[config.mk]
export PLATFORM = sky130hd
export DESIGN_NAME = multicycle_control_fsm
export DESIGN_NICKNAME = d
export VERILOG_FILES = /design/src/rtl/multicycle_control_fsm.sv
export SDC_FILE = /design/constraint.sdc
export NUM_CORES = 1
export LEC_CHECK = 0
export CORE_ASPECT_RATIO = 0.9
export CORE_MARGIN = 10
export CORE_UTILIZATION = 39
export CTS_CLUSTER_DIAMETER = 100
export DETAILED_ROUTE_END_ITERATION = 10
export PLACE_DENSITY = 0.66
export SETUP_SLACK_MARGIN = 0.05
export SYNTH_ARGS = -nofsm -noshare
export SYNTH_HDL_FRONTEND = slang
export SYNTH_SLANG_ARGS = --single-unit
[constraint.sdc]
create_clock -name clk -period 5.3 [get_ports clk]
set_clock_uncertainty 0.2 [all_clocks]
set_input_delay 1.06 -clock clk [delete_from_list [all_inputs] [get_ports clk]]
set_output_delay 1.06 -clock clk [all_outputs]
set_load 0.05 [all_outputs]
[src/rtl/multicycle_control_fsm.sv]
// ---------------------------------------------------------------------------
// multicycle_control_fsm
//   Multi-cycle sequencer for the RV32I core. Each instruction walks through
//   FETCH -> DECODE -> EXECUTE -> (MEM) -> (WRITEBACK) and back to FETCH.
//   Drives the IR/PC/regfile write strobes and the imem/dmem request
//   handshakes, counts retired instructions and aborts to HALT when a memory
//   ack does not arrive within TIMEOUT_CYCLES request cycles.
//
// Parameters
//   TIMEOUT_CYCLES  max request cycles without ack before err_timeout (1..255)
//   RETIRE_W        width of the retired-instruction counter
//
// Configuration macro
//   ILLEGAL_TRAP_EN  defined: undecoded opcode in EXECUTE -> TRAP (sticky).
//                    undefined: undecoded opcode retires as a NOP.
//
// Ports
//   clk, rst_n           clock, asynchronous active-low reset
//   opcode, func3        decoder fields (stable DECODE..WRITEBACK)
//   branch_taken         ALU compare result, sampled in EXECUTE
//   imem_ack, dmem_ack   memory handshakes
//   imem_req, dmem_req   level requests, held until ack
//   dmem_we              1=store, 0=load, valid with dmem_req
//   ir_we, reg_we, pc_we single-cycle write strobes
//   pc_sel               0=PC+4, 1=branch/JAL target, 2=JALR target
//   state                current state encoding (debug)
//   retired              completed-instruction count (wraps)
//   err_timeout          sticky memory-timeout flag
//   trap                 sticky illegal-opcode flag (0 unless ILLEGAL_TRAP_EN)
// ---------------------------------------------------------------------------
module multicycle_control_fsm #(
  parameter int unsigned TIMEOUT_CYCLES = 255,
  parameter int unsigned RETIRE_W       = 32
) (
  input  logic                clk,
  input  logic                rst_n,
  input  logic [6:0]          opcode,
  input  logic [2:0]          func3,
  input  logic                branch_taken,
  input  logic                imem_ack,
  input  logic                dmem_ack,
  output logic                imem_req,
  output logic                dmem_req,
  output logic                dmem_we,
  output logic                ir_we,
  output logic                reg_we,
  output logic                pc_we,
  output logic [1:0]          pc_sel,
  output logic [2:0]          state,
  output logic [RETIRE_W-1:0] retired,
  output logic                err_timeout,
  output logic                trap
);

  typedef enum logic [2:0] {
    S_FETCH     = 3'd0,
    S_DECODE    = 3'd1,
    S_EXECUTE   = 3'd2,
    S_MEM       = 3'd3,
    S_WRITEBACK = 3'd4,
    S_TRAP      = 3'd5,
    S_HALT      = 3'd6
  } state_t;

  localparam logic [6:0] OP_LOAD   = 7'b0000011;
  localparam logic [6:0] OP_STORE  = 7'b0100011;
  localparam logic [6:0] OP_BRANCH = 7'b1100011;
  localparam logic [6:0] OP_R      = 7'b0110011;
  localparam logic [6:0] OP_I      = 7'b0010011;
  localparam logic [6:0] OP_LUI    = 7'b0110111;
  localparam logic [6:0] OP_AUIPC  = 7'b0010111;
  localparam logic [6:0] OP_JAL    = 7'b1101111;
  localparam logic [6:0] OP_JALR   = 7'b1100111;

  // Last wait-counter value before the timeout fires.
  localparam logic [7:0] WAIT_LAST = 8'(TIMEOUT_CYCLES - 1);

  state_t                r_state;
  state_t                w_next;
  logic [7:0]            r_wait;
  logic [7:0]            w_wait_nxt;
  logic [RETIRE_W-1:0]   r_retired;
  logic                  r_err;
  logic                  w_retire;
  logic                  w_set_err;
  logic                  w_legal_wb;
  logic                  w_is_store;

  // func3 only passes through the datapath; the sequencer does not need it.
  logic                  w_unused_func3;
  assign w_unused_func3 = ^func3;

  assign w_is_store = (opcode == OP_STORE);

  // Opcodes that legitimately write rd in WRITEBACK.
  assign w_legal_wb = (opcode == OP_R)     || (opcode == OP_I)     ||
                      (opcode == OP_LUI)   || (opcode == OP_AUIPC) ||
                      (opcode == OP_JAL)   || (opcode == OP_JALR)  ||
                      (opcode == OP_LOAD);

`ifdef ILLEGAL_TRAP_EN
  logic w_legal;
  logic w_set_trap;
  logic r_trap;
  assign w_legal = w_legal_wb || w_is_store || (opcode == OP_BRANCH);
`endif

  always_comb begin
    w_next     = r_state;
    w_wait_nxt = r_wait;
    w_retire   = 1'b0;
    w_set_err  = 1'b0;
`ifdef ILLEGAL_TRAP_EN
    w_set_trap = 1'b0;
`endif
    imem_req   = 1'b0;
    ir_we      = 1'b0;
    dmem_req   = 1'b0;
    dmem_we    = 1'b0;
    reg_we     = 1'b0;
    pc_we      = 1'b0;
    pc_sel     = 2'd0;

    unique case (r_state)
      S_FETCH: begin
        // The state register already sits in FETCH during reset; gating the
        // request with rst_n keeps it low until reset is released.
        imem_req = rst_n;
        if (imem_ack && rst_n) begin
          ir_we  = 1'b1;
          w_next = S_DECODE;
        end else if (r_wait == WAIT_LAST) begin
          w_set_err = 1'b1;
          w_next    = S_HALT;
        end else begin
          w_wait_nxt = r_wait + 8'd1;
        end
      end

      S_DECODE: w_next = S_EXECUTE;

      S_EXECUTE: begin
        if ((opcode == OP_LOAD) || w_is_store) begin
          w_next     = S_MEM;
          w_wait_nxt = '0;
        end else if (opcode == OP_BRANCH) begin
          pc_we      = 1'b1;
          pc_sel     = branch_taken ? 2'd1 : 2'd0;
          w_retire   = 1'b1;
          w_next     = S_FETCH;
          w_wait_nxt = '0;
        end else begin
`ifdef ILLEGAL_TRAP_EN
          if (!w_legal) begin
            w_set_trap = 1'b1;
            w_next     = S_TRAP;
          end else begin
            w_next = S_WRITEBACK;
          end
`else
          w_next = S_WRITEBACK;
`endif
        end
      end

      S_MEM: begin
        dmem_req = 1'b1;
        dmem_we  = w_is_store;
        if (dmem_ack) begin
          if (w_is_store) begin
            pc_we      = 1'b1;
            w_retire   = 1'b1;
            w_next     = S_FETCH;
            w_wait_nxt = '0;
          end else begin
            w_next = S_WRITEBACK;
          end
        end else if (r_wait == WAIT_LAST) begin
          w_set_err = 1'b1;
          w_next    = S_HALT;
        end else begin
          w_wait_nxt = r_wait + 8'd1;
        end
      end

      S_WRITEBACK: begin
        // Undecoded opcodes reach here only as NOPs: no rd write.
        reg_we     = w_legal_wb;
        pc_we      = 1'b1;
        pc_sel     = (opcode == OP_JAL)  ? 2'd1 :
                     (opcode == OP_JALR) ? 2'd2 : 2'd0;
        w_retire   = 1'b1;
        w_next     = S_FETCH;
        w_wait_nxt = '0;
      end

      S_TRAP, S_HALT: w_next = r_state;

      default: w_next = S_FETCH;
    endcase
  end

  always_ff @(posedge clk or negedge rst_n) begin
    if (!rst_n) begin
      r_state   <= S_FETCH;
      r_wait    <= '0;
      r_retired <= '0;
      r_err     <= 1'b0;
    end else begin
      r_state <= w_next;
      r_wait  <= w_wait_nxt;
      if (w_retire) r_retired <= r_retired + RETIRE_W'(1);
      if (w_set_err) r_err <= 1'b1;
    end
  end

`ifdef ILLEGAL_TRAP_EN
  always_ff @(posedge clk or negedge rst_n) begin
    if (!rst_n) r_trap <= 1'b0;
    else if (w_set_trap) r_trap <= 1'b1;
  end
  assign trap = r_trap;
`else
  assign trap = 1'b0;
`endif

  assign state       = r_state;
  assign retired     = r_retired;
  assign err_timeout = r_err;

endmodule
Word-level counts from Yosys, hierarchy flattened
Cells that the tools add are included.
- RAM bits: 0
- bits in latches: 0
- bits in registers: 44
- memories: 0
- memory bits (read-only): 0
- equality and inequality tests: 19
- order comparisons: 0
- add/sub/neg operators: 2
- $mul: 0
- bitwise operators: 0
- divide/modulo/power cells: 0
- muxes and demuxes: 35
- shifts and indexed selects: 0
- reduce and logical (&&, ||, !) cells: 12
- operators with widths (kind ; count):
    2-to-1 mux 8 bit ; 6
    adder 32 x 1 -> 32 bit, second input constant ; 1
    one-hot mux 8 bit (4 select lines) ; 1
    equality test 7 x 6 -> 1 bit, second input constant ; 3
    equality test 7 bit, second input constant ; 3
    2-to-1 mux 3 bit ; 6
    2-to-1 mux 1 bit ; 16
    one-hot mux 3 bit (5 select lines) ; 1
    equality test 7 x 5 -> 1 bit, second input constant ; 2
    equality test 3 bit, second input constant ; 3
    adder 8 x 1 -> 8 bit, second input constant ; 1
    equality test 8 bit, second input constant ; 1
    equality test 7 x 2 -> 1 bit, second input constant ; 1
    logical OR 1 bit ; 7
    equality test 3 x 2 -> 1 bit, second input constant ; 2
    inequality test 3 bit, second input constant ; 2
    2-to-1 mux 2 bit ; 2
    one-hot mux 2 bit (2 select lines) ; 1
    AND reduction 4 bit ; 1
    nonzero test 4 bit ; 1
    equality test 3 x 1 -> 1 bit, second input constant ; 1
    zero test 3 bit ; 1
    one-hot mux 1 bit (3 select lines) ; 1
    inequality test 2 bit, second input constant ; 1
    3 further kinds ; 3

Depth between registers and ports, before layout
Gate-level depths: netlist of run 1.
- depth in word-level cells: 8
- gate-level depth with buffers: 8
- mapped depth without buffers: 7

Worst setup path after synthesis of run 1
OpenSTA, ideal clock, no wires.
- path kind: input to output
- from: input rst_n
- to: output ir_we
- arrival time: 3.319 ns
- path slack: 0.721 ns
- data required time: 4.040 ns
- stages on the path: 2
- cell sequence: nor4b_1 and2_1
- word-level cells in the longest chain between the ends: 3
- ends and longest elaborated chain (what ; line ; RTL):
    start: declaration ; 36 ; input logic rst_n,
    logical AND 1 bit ; 129 ; if (imem_ack && rst_n) begin
    2-to-1 mux 1 bit ; 129 ;
    2-to-1 mux 1 bit ; 124 ; unique case (r_state)
    end: declaration ; 45 ; output logic ir_we,
Every way passes these cells.

Worst setup path after layout of run 1
- from: input opcode[3]
- to: output pc_we
- word-level cells in the longest chain between the ends: 4
- elaborated cells on any way between the ends: 9
- ends and longest elaborated chain (what ; line ; RTL):
    start: declaration ; 37 ; input logic [6:0] opcode,
    equality test 7 x 6 -> 1 bit (tied with other cells) ; 93 ; assign w_is_store = (opcode == OP_STORE);
    2-to-1 mux 1 bit (tied with other cells) ; 170 ; if (w_is_store) begin
    2-to-1 mux 1 bit, on equally long branches ; 169, 143 ;
    one-hot mux 1 bit (3 select lines) * ; 124 ;
    end: declaration ; 47 ; output logic pc_we,
Mark *: on every way between the ends. The rest lies on a longest branch, timed or not.

==> results of run 1 <==
[cell usage after synthesis (2+ instances only)]
cell type / count
a2bb2oi_1: 2
dfrtp_1: 44
nor2_1: 9
nand3_1: 20
nor4_1: 2
nor2b_1: 2
and4_1: 5
xor2_1: 9
inv_1: 10
nor3_1: 5
a21oi_1: 11
xnor2_1: 22
nand2_1: 27
clkbuf_1: 4
buf_4: 2
nand2b_1: 2
o32ai_1: 2
and3_1: 7
and2_1: 5
nand4_1: 11
ha_1: 3
nor4_2: 2
o21ai_0: 6
[layout by cell type, fill, tap and decap left out, types with 3 or more instances in the layout]
cell and instances:
clkdlybuf4s50_1 54, nand3_1 20, inv_1 10, and4_1 5
dfrtp_1 44, clkbuf_8 5, and2_1 5, a21oi_1 11
o21ai_0 6, and3_1 7, nand2_1 27, nand4_1 11
xnor2_1 22, xor2_1 9, ha_1 3, nor3_1 5
nor2_1 9
[kinds of logic (layout without fill, tap and decap cells)]
family                     after synthesis  count (layout)
buffers and inverters                   18              74
muxes                                    2               2
and+or+nand+nor                        111             111
AOI/OAI and AO/OA                       32              32
adders and majority gates                3               3
xor gates and xnor gates                31              31
other                                    1               1
DFF                                     44              44
[area by class of cell]
| cell class | instances | area [µm²] | area share, % |
|---|---|---|---|
| multi-input combinational | 180 | 1212 | 38.73 |
| clock buffer | 5 | 68.82 | 2.198 |
| sequential | 44 | 1101 | 35.17 |
| clock inverter | 2 | 60.06 | 1.918 |
| inverter | 10 | 37.54 | 1.199 |
| tap | 72 | 90.09 | 2.878 |
| timing repair buffer | 57 | 560.5 | 17.91 |
[through the flow]
stage	hold slack, ns	utilization (%)	power (µW)
2_1_floorplan	0.3055	-	812.8
3_5_place_dp	0.2486	49.64	957.0
5_1_grt	0.2990	51.77	1326
4_1_cts	0.2786	51.77	1258
6_report	0.2738	51.77	1242
3_3_place_gp	0.2511	49.64	950.5
[worst max-delay path: cells and delay by family]
kind / cells / cell delay [ns]
buffers and inverters: 3 / 1.46
AND/OR/NAND/NOR: 3 / 1.05
[state kept, by name, indices dropped and copies added, names as in the netlist]
| register | count |
|---|---|
| retired | 32 |
| r_wait | 8 |
| err_timeout | 1 |
| state | 3 |
[layer usage]
layer | track usage, % | wire length [µm]
met5 | 0 | 0
met4 | 4.225 | 64
met3 | 4.234 | 563
met1 | 14.98 | 2541
met2 | 18.37 | 2414
[report_power, final]
group | switching [µW] | total, µW | internal (µW)
registers | 75.4 | 459 | 383
clock network | 112 | 297 | 186
logic | 311 | 486 | 176
total | 498 | 1240 | 745
[final timing paths]
| kind | startpoint | end | slack [ns] | cells after the start |
|---|---|---|---|---|
| min | err_timeout | err_timeout | 0.27 | 1 |
| max | opcode[3] | pc_we | 0.46 | 6 |
| max reg2reg | state[2] | retired[1] | 2.73 | 5 |
| min reg2reg | err_timeout | err_timeout | 0.27 | 1 |
| min in group asynchronous | rst_n | retired[6] | 0.70 | 2 |
| max in group asynchronous | rst_n | r_wait[3] | 3.80 | 2 |
==> summary.md, run 1 <==
| Metric | Value |
|---|---|
| Top_reg_cell synth | `dfrtp_1` |
| CP Capture Type | `output pin` |
| Gate Count Post-Synth | `242` |
| Worst Path Max Fanout | `8` |
| Die area | `around 9700 µm²` |
| Status | `complete, no violations` |
| # diodes | `0` |
| Final HPWL DP | `about 4200 µm` |
| Mapped Nets | `260` |
| Global Route Usage Sum | `11.87%` |
| # hold bufs at CTS | `0` |
| Die W | `roughly 100 µm` |
| Slew HR | `45.40%` |
| Total number of vias | `2008` |
| Simple-Gate Fraction of Synth Area | `approximately 28%` |
| Worst setup SP type | `input port` |
| Crit path kind | `in -> out` |
| Yosys reg bits | `between 40 and 50` |
| Setup WS pre-CTS | `approximately 0.43 ns` |
| Ports | `60` |
| Syn Area/Cell | `9.906 µm²` |
| Async SR Flop Fraction | `100.0%` |
| Tcrit/Tclk final | `around 91%` |
| Max-capacitance violation count | `0` |
| Post-CTS resize count | `0` |
| Setup Fix Bufs, Post-CTS | `0` |
| RePlAce Congestion | `0.7738` |
| EDFF count, synth | `0` |
| Net count, final | `316` |
| Root Driver | `clkbuf_8` |
| Gr ovfl total | `0` |
| CTS Buf Count | `5` |
| Placed cell count | `about 360` |
| PortBufs | `55` |
| Maximum number of pins on one net before global-route repair | `46` |
| Initial core utilization | `39.64%` |
| Initial DRC count | `approximately 110` |
| Mux contribution to synthesized area | `0.8873%` |
| Total wire length | `around 5600 µm` |
| CP cell instances | `clkdlybuf4s50_1 -> nand4bb_1 -> or3b_4 -> and3_1 -> inv_1 -> clkdlybuf4s50_1` |
| Core area | `about 6000 µm²` |
| Vias/cell | `about 5.4` |
| CTS max path bufs | `2` |
| Register area share after synthesis | `between 40 and 50%` |
| DRT antenna net count | `0` |
| Slowest CP cell | `clkdlybuf4s50_1` |
| Worst path required time | `between 4 and 5 ns` |
| Tightest Pin Transition | `0.8128 ns` |
| Critical Path AT | `3.58 ns` |
| Peak supply drop | `between 0.0002 and 0.00025 V` |
| Cell row count | `27` |
| Final Hold Fails | `0` |
| H-tree depth | `2` |
| Syn-to-layout area delta | `30.58%` |
| First-pass GRT wire length | `~9400 µm` |
| Synth Cell Area | `2397 µm²` |
| Compound-Gate Fraction of Synth Area | `under 10%` |
| Initial antenna violation count | `0` |
| Final setup viols | `0` |
| CTS tree | `yes` |
| Top cells by area, synth | `dfrtp_1, xnor2_1, nand2_1` |
| Worst path most repeated cell | `clkdlybuf4s50_1` |
| Routed WL per cell | `~15 µm` |
| Die Ht | `between 90 and 100 µm` |
| YS warnings | `0` |
| Post-route worst setup slack | `between 0.4 and 0.5 ns` |
| Setup TNS | `0 ns` |
| Largest family of logic cells by synthesized area | `simple AND/OR/NAND/NOR gates` |
| Netlist cell types | `53` |
| Fin. max-slew vios | `0` |
| Cell Pwr Density | `between 300 and 400 nW/µm²` |
| DRC | `0` |
| DR pass1 iterations | `5` |
| Final non-filler cell total | `370` |
| Share of the synthesized area in the top cell type | `45.93%` |
| Synth Area in Adders | `under 10%` |
| Synth area leader | `dfrtp_1` |
| RSZ-0062 raised after global routing | `false` |
| Clock sinks | `44` |
| Worst hold path type | `reg -> reg` |
| Layout cells sized above 1 | `under 10%` |
| Vias in the first global route | `approximately 2000` |
| Number of fill cells | `~550` |
| CTS clock-pin slew for the worst setup and hold paths | `approximately 0.07 ns` |
| CP peak stage delay | `~0.8 ns` |
| Skew-Pair Late Insertion Delay | `0.29 ns` |
| Synth Area in XOR/XNOR | `between 10 and 15%` |
| Fin area | `about 3100 µm²` |
| Pleak | `approximately 0.0013 µW` |
| Post-route minimum period | `4.844 ns` |
| Max Clock Freq | `0.2065 GHz` |
| Placed instance area | `approximately 3000 µm²` |
(Power assumes the default switching activity.)
==> inputs of run 2 (changes only) <==
- ABC_AREA: default -> 1
- PLACE_DENSITY: 0.66 -> default
==> run 2 against run 1 <==
- clock power decreased by 11%
- synthesized cell count increased by 100%
- via count increased by 59%
- global-route usage increased by 2.6 points
- combinational power decreased by 6.0%
- synthesized area increased by 30%
- sequential cell count unchanged
- largest cell class unchanged
- largest power group unchanged
==> summary.md, run 2 <==
| Metric | Value |
|---|---|
| Hold EP | `err_timeout (unchanged)` |
| Commonest non-fill, non-tap cell in the layout | `nand2_1 (was clkdlybuf4s50_1)` |
| First-pass GRT wire length | `14610 µm (was 9411 µm)` |
| EDFF count, synth | `0 (unchanged)` |
| Post-route worst setup slack | `1.007 ns (was 0.4564 ns)` |
| Maximum number of pins on one net before global-route repair | `49 (was 46)` |
| Status | `complete, no violations (unchanged)` |
| DRT antenna net count | `0 (unchanged)` |
| Worst R2R Start | `state[2] (unchanged)` |
| Commonest cells post-synth | `nand2_1, nor2_1, dfrtp_1, inv_1, nand4_1 (was dfrtp_1, nand2_1, xnor2_1, nand3_1)` |
| R2R setup slack | `3.09 ns (was 2.73 ns)` |
| Mapped Nets | `511 (was 260)` |
| RePlAce Congestion | `0.8856 (was 0.7738)` |
| Fin. max-slew vios | `0 (unchanged)` |
| CTS tree | `yes (unchanged)` |
| # diodes | `0 (unchanged)` |
| Setup WS pre-CTS | `0.9935 ns (was 0.4280 ns)` |
| # hold bufs at CTS | `0 (unchanged)` |
| Cell Pwr Density | `297.1 nW/µm² (was 396.8 nW/µm²)` |
| Total number of vias | `3190 (was 2008)` |
| Worst hold path type | `reg -> reg (unchanged)` |
| R2R cell count | `8 (was 5)` |
| Final HPWL DP | `6792 µm (was 4182 µm)` |
| Die Ht | `104.9 µm (was 94.38 µm)` |
| Final non-filler cell total | `645 (was 370)` |
| Global Route Usage Sum | `14.45% (was 11.87%)` |
| Initial DRC count | `95 (was 114)` |
| Root Driver | `clkbuf_8 (unchanged)` |
| Final setup viols | `0 (unchanged)` |
| RSZ-0062 raised after global routing | `false (unchanged)` |
| H-tree depth | `2 (unchanged)` |
| CTS clock-pin slew for the worst setup and hold paths | `0.09 ns (was 0.07 ns)` |
| Max Clock Freq | `0.2329 GHz (was 0.2065 GHz)` |
| Vias in the first global route | `2919 (was 2006)` |
| Max-capacitance violation count | `0 (unchanged)` |
| Slew HR | `50.85% (was 45.40%)` |
| Peak supply drop | `0.0002310 V (was 0.0002426 V)` |
| Setup TNS | `0 ns (unchanged)` |
| Async SR Flop Fraction | `100.0% (unchanged)` |
| WHS Path Cells | `2 (was 1)` |
| Synth area leader | `dfrtp_1 (unchanged)` |
| Critical Path AT | `3.03 ns (was 3.58 ns)` |
| Most frequent cells in the layout | `nand2_1, nor2_1, clkdlybuf4s50_1, dfrtp_1, inv_1 (was clkdlybuf4s50_1, dfrtp_1, nand2_1, xnor2_1, nand3_1)` |
| CTS max path bufs | `2 (unchanged)` |
| Synth Cell Area | `3125 µm² (was 2397 µm²)` |
| Initial core utilization | `40.82% (was 39.64%)` |
| Gate Count Post-Synth | `493 (was 242)` |
| Die area | `12000 µm² (was 9688 µm²)` |
| Buffer and inverter count on the worst path | `3 (unchanged)` |
| Core area | `7657 µm² (was 6047 µm²)` |
| Crit path kind | `in -> out (unchanged)` |
| Top_reg_cell synth | `dfrtp_1 (unchanged)` |
| Final Hold Fails | `0 (unchanged)` |
| Syn Area/Cell | `6.340 µm² (was 9.906 µm²)` |
| Layout cells sized above 1 | `4.554% (was 7.047%)` |
| Worst path required time | `4.04 ns (about the same)` |
| Slowest CP cell | `clkdlybuf4s50_1 (unchanged)` |
| Setup Fix Bufs, Post-CTS | `0 (unchanged)` |
| Yosys reg bits | `44 (unchanged)` |
| Post-route minimum period | `4.293 ns (was 4.844 ns)` |
| Net count, final | `566 (was 316)` |
| Register area share after synthesis | `35.23% (was 45.93%)` |
| Worst Path Max Fanout | `5 (was 8)` |
| Share of the synthesized area in the top cell type | `35.23% (was 45.93%)` |
| CP peak stage delay | `0.84 ns (was 0.82 ns)` |
| Final Util | `50.26% (was 51.77%)` |
| CP cell instances | `clkdlybuf4s50_1 -> nand2_1 -> inv_1 -> nand2_1 -> nor2_1 -> a21oi_1 -> o21ai_0 -> clkdlybuf4s50_1 (was clkdlybuf4s50_1 -> nand4bb_1 -> or3b_4 -> and3_1 -> inv_1 -> clkdlybuf4s50_1)` |
| Reg-to-reg endpoint | `retired[7] (was retired[1])` |
| PortBufs | `55 (unchanged)` |
| DRC | `0 (unchanged)` |
| Crit path max-delay family | `buffers and inverters (unchanged)` |
| CP Capture Type | `output pin (unchanged)` |
| DR pass1 iterations | `5 (unchanged)` |
| Vias/cell | `4.946 (was 5.427)` |
| Tcrit/Tclk final | `81.00% (was 91.39%)` |
| Gr ovfl total | `0 (unchanged)` |
| Post-CTS resize count | `0 (unchanged)` |
| Clock sinks | `44 (unchanged)` |
| Placed cell count | `637 (was 363)` |
| Most common cell in the netlist | `nand2_1 (was dfrtp_1)` |
| Tightest Pin Transition | `0.7295 ns (was 0.8128 ns)` |
| Routed WL per cell | `13.68 µm (was 15.09 µm)` |
| CTS Buf Count | `5 (unchanged)` |
| Worst setup SP type | `input port (unchanged)` |
| Pleak | `0.001794 µW (was 0.001303 µW)` |
| Skew-Pair Late Insertion Delay | `0.30 ns (was 0.29 ns)` |
| Max reg flops | `32 (unchanged)` |
| Netlist cell types | `25 (was 53)` |
| Initial antenna violation count | `0 (unchanged)` |
| Cell row count | `30 (was 27)` |
| Top cells by area, synth | `dfrtp_1, nand2_1, nor2_1 (was dfrtp_1, xnor2_1, nand2_1)` |
| Worst hold start | `err_timeout (unchanged)` |
| Syn-to-layout area delta | `23.14% (was 30.58%)` |
| Die W | `114.4 µm (was 102.6 µm)` |
| Ports | `60 (unchanged)` |
| Total wire length | `8821 µm (was 5582 µm)` |
| YS warnings | `0 (unchanged)` |
[run 2: worst min-delay path: stages (launching register included)]
cell,delay (ns)
dfrtp_1,0.36
inv_1,0.04
nand2_1,0.05
[run 2: final cells by class]
type                    instances  area (µm²)
fillers                       820        3809
multi-input cells             398        1804
flip-flops and latches         44        1101
repair buffers                 57       558.0
inverters                      42       157.7
well taps                      96       120.1
clock buffers                   6       72.57
clock inverters                 2       35.03
[run 2: through the flow]
stage,area (µm²),hold slack [ns],power (µW)
after floorplan,3126,0.2843,761.2
after global placement,3741,0.2515,884.1
after detailed placement,3741,0.2599,891.5
after CTS,3849,0.2811,1161
after global routing,3849,0.3080,1221
final,3849,0.2755,1143
[run 2: worst max-delay path by stage]
stage	startpoint	depth (start not counted)	slack [ns]	to
after floorplan	opcode[1]	6	1.49	reg_we
after global placement	opcode[1]	8	1.06	reg_we
after detailed placement	opcode[1]	8	0.99	reg_we
after CTS	opcode[1]	8	0.99	reg_we
after global routing	opcode[1]	8	0.91	reg_we
final	opcode[1]	8	1.01	reg_we
[run 2: logic make-up after synthesis]
family	synth area share [%]
adders and majority gates	1.201
buffers and inverters	7.046
other	0.1200
and+or+nand+nor	50.00
xor gates and xnor gates	3.083
DFF	35.23
AOI/OAI and AO/OA	3.323
[run 2: layer usage]
metal / GRT usage, % / part of all wire (%) / up-vias
met5: 0 / 0 / -
met4: 3.041 / 1.1 / 0
met3: 3.431 / 4.6 / 8
met2: 24.35 / 49 / 46
met1: 18.18 / 46 / 1465
li1: - / - / 1671
[run 2: where the power goes]
| group | switching, µW | internal, µW | total, µW |
|---|---|---|---|
| sequential | 53.5 | 370 | 424 |
| combinational | 320 | 136 | 457 |
| clock | 123 | 140 | 263 |
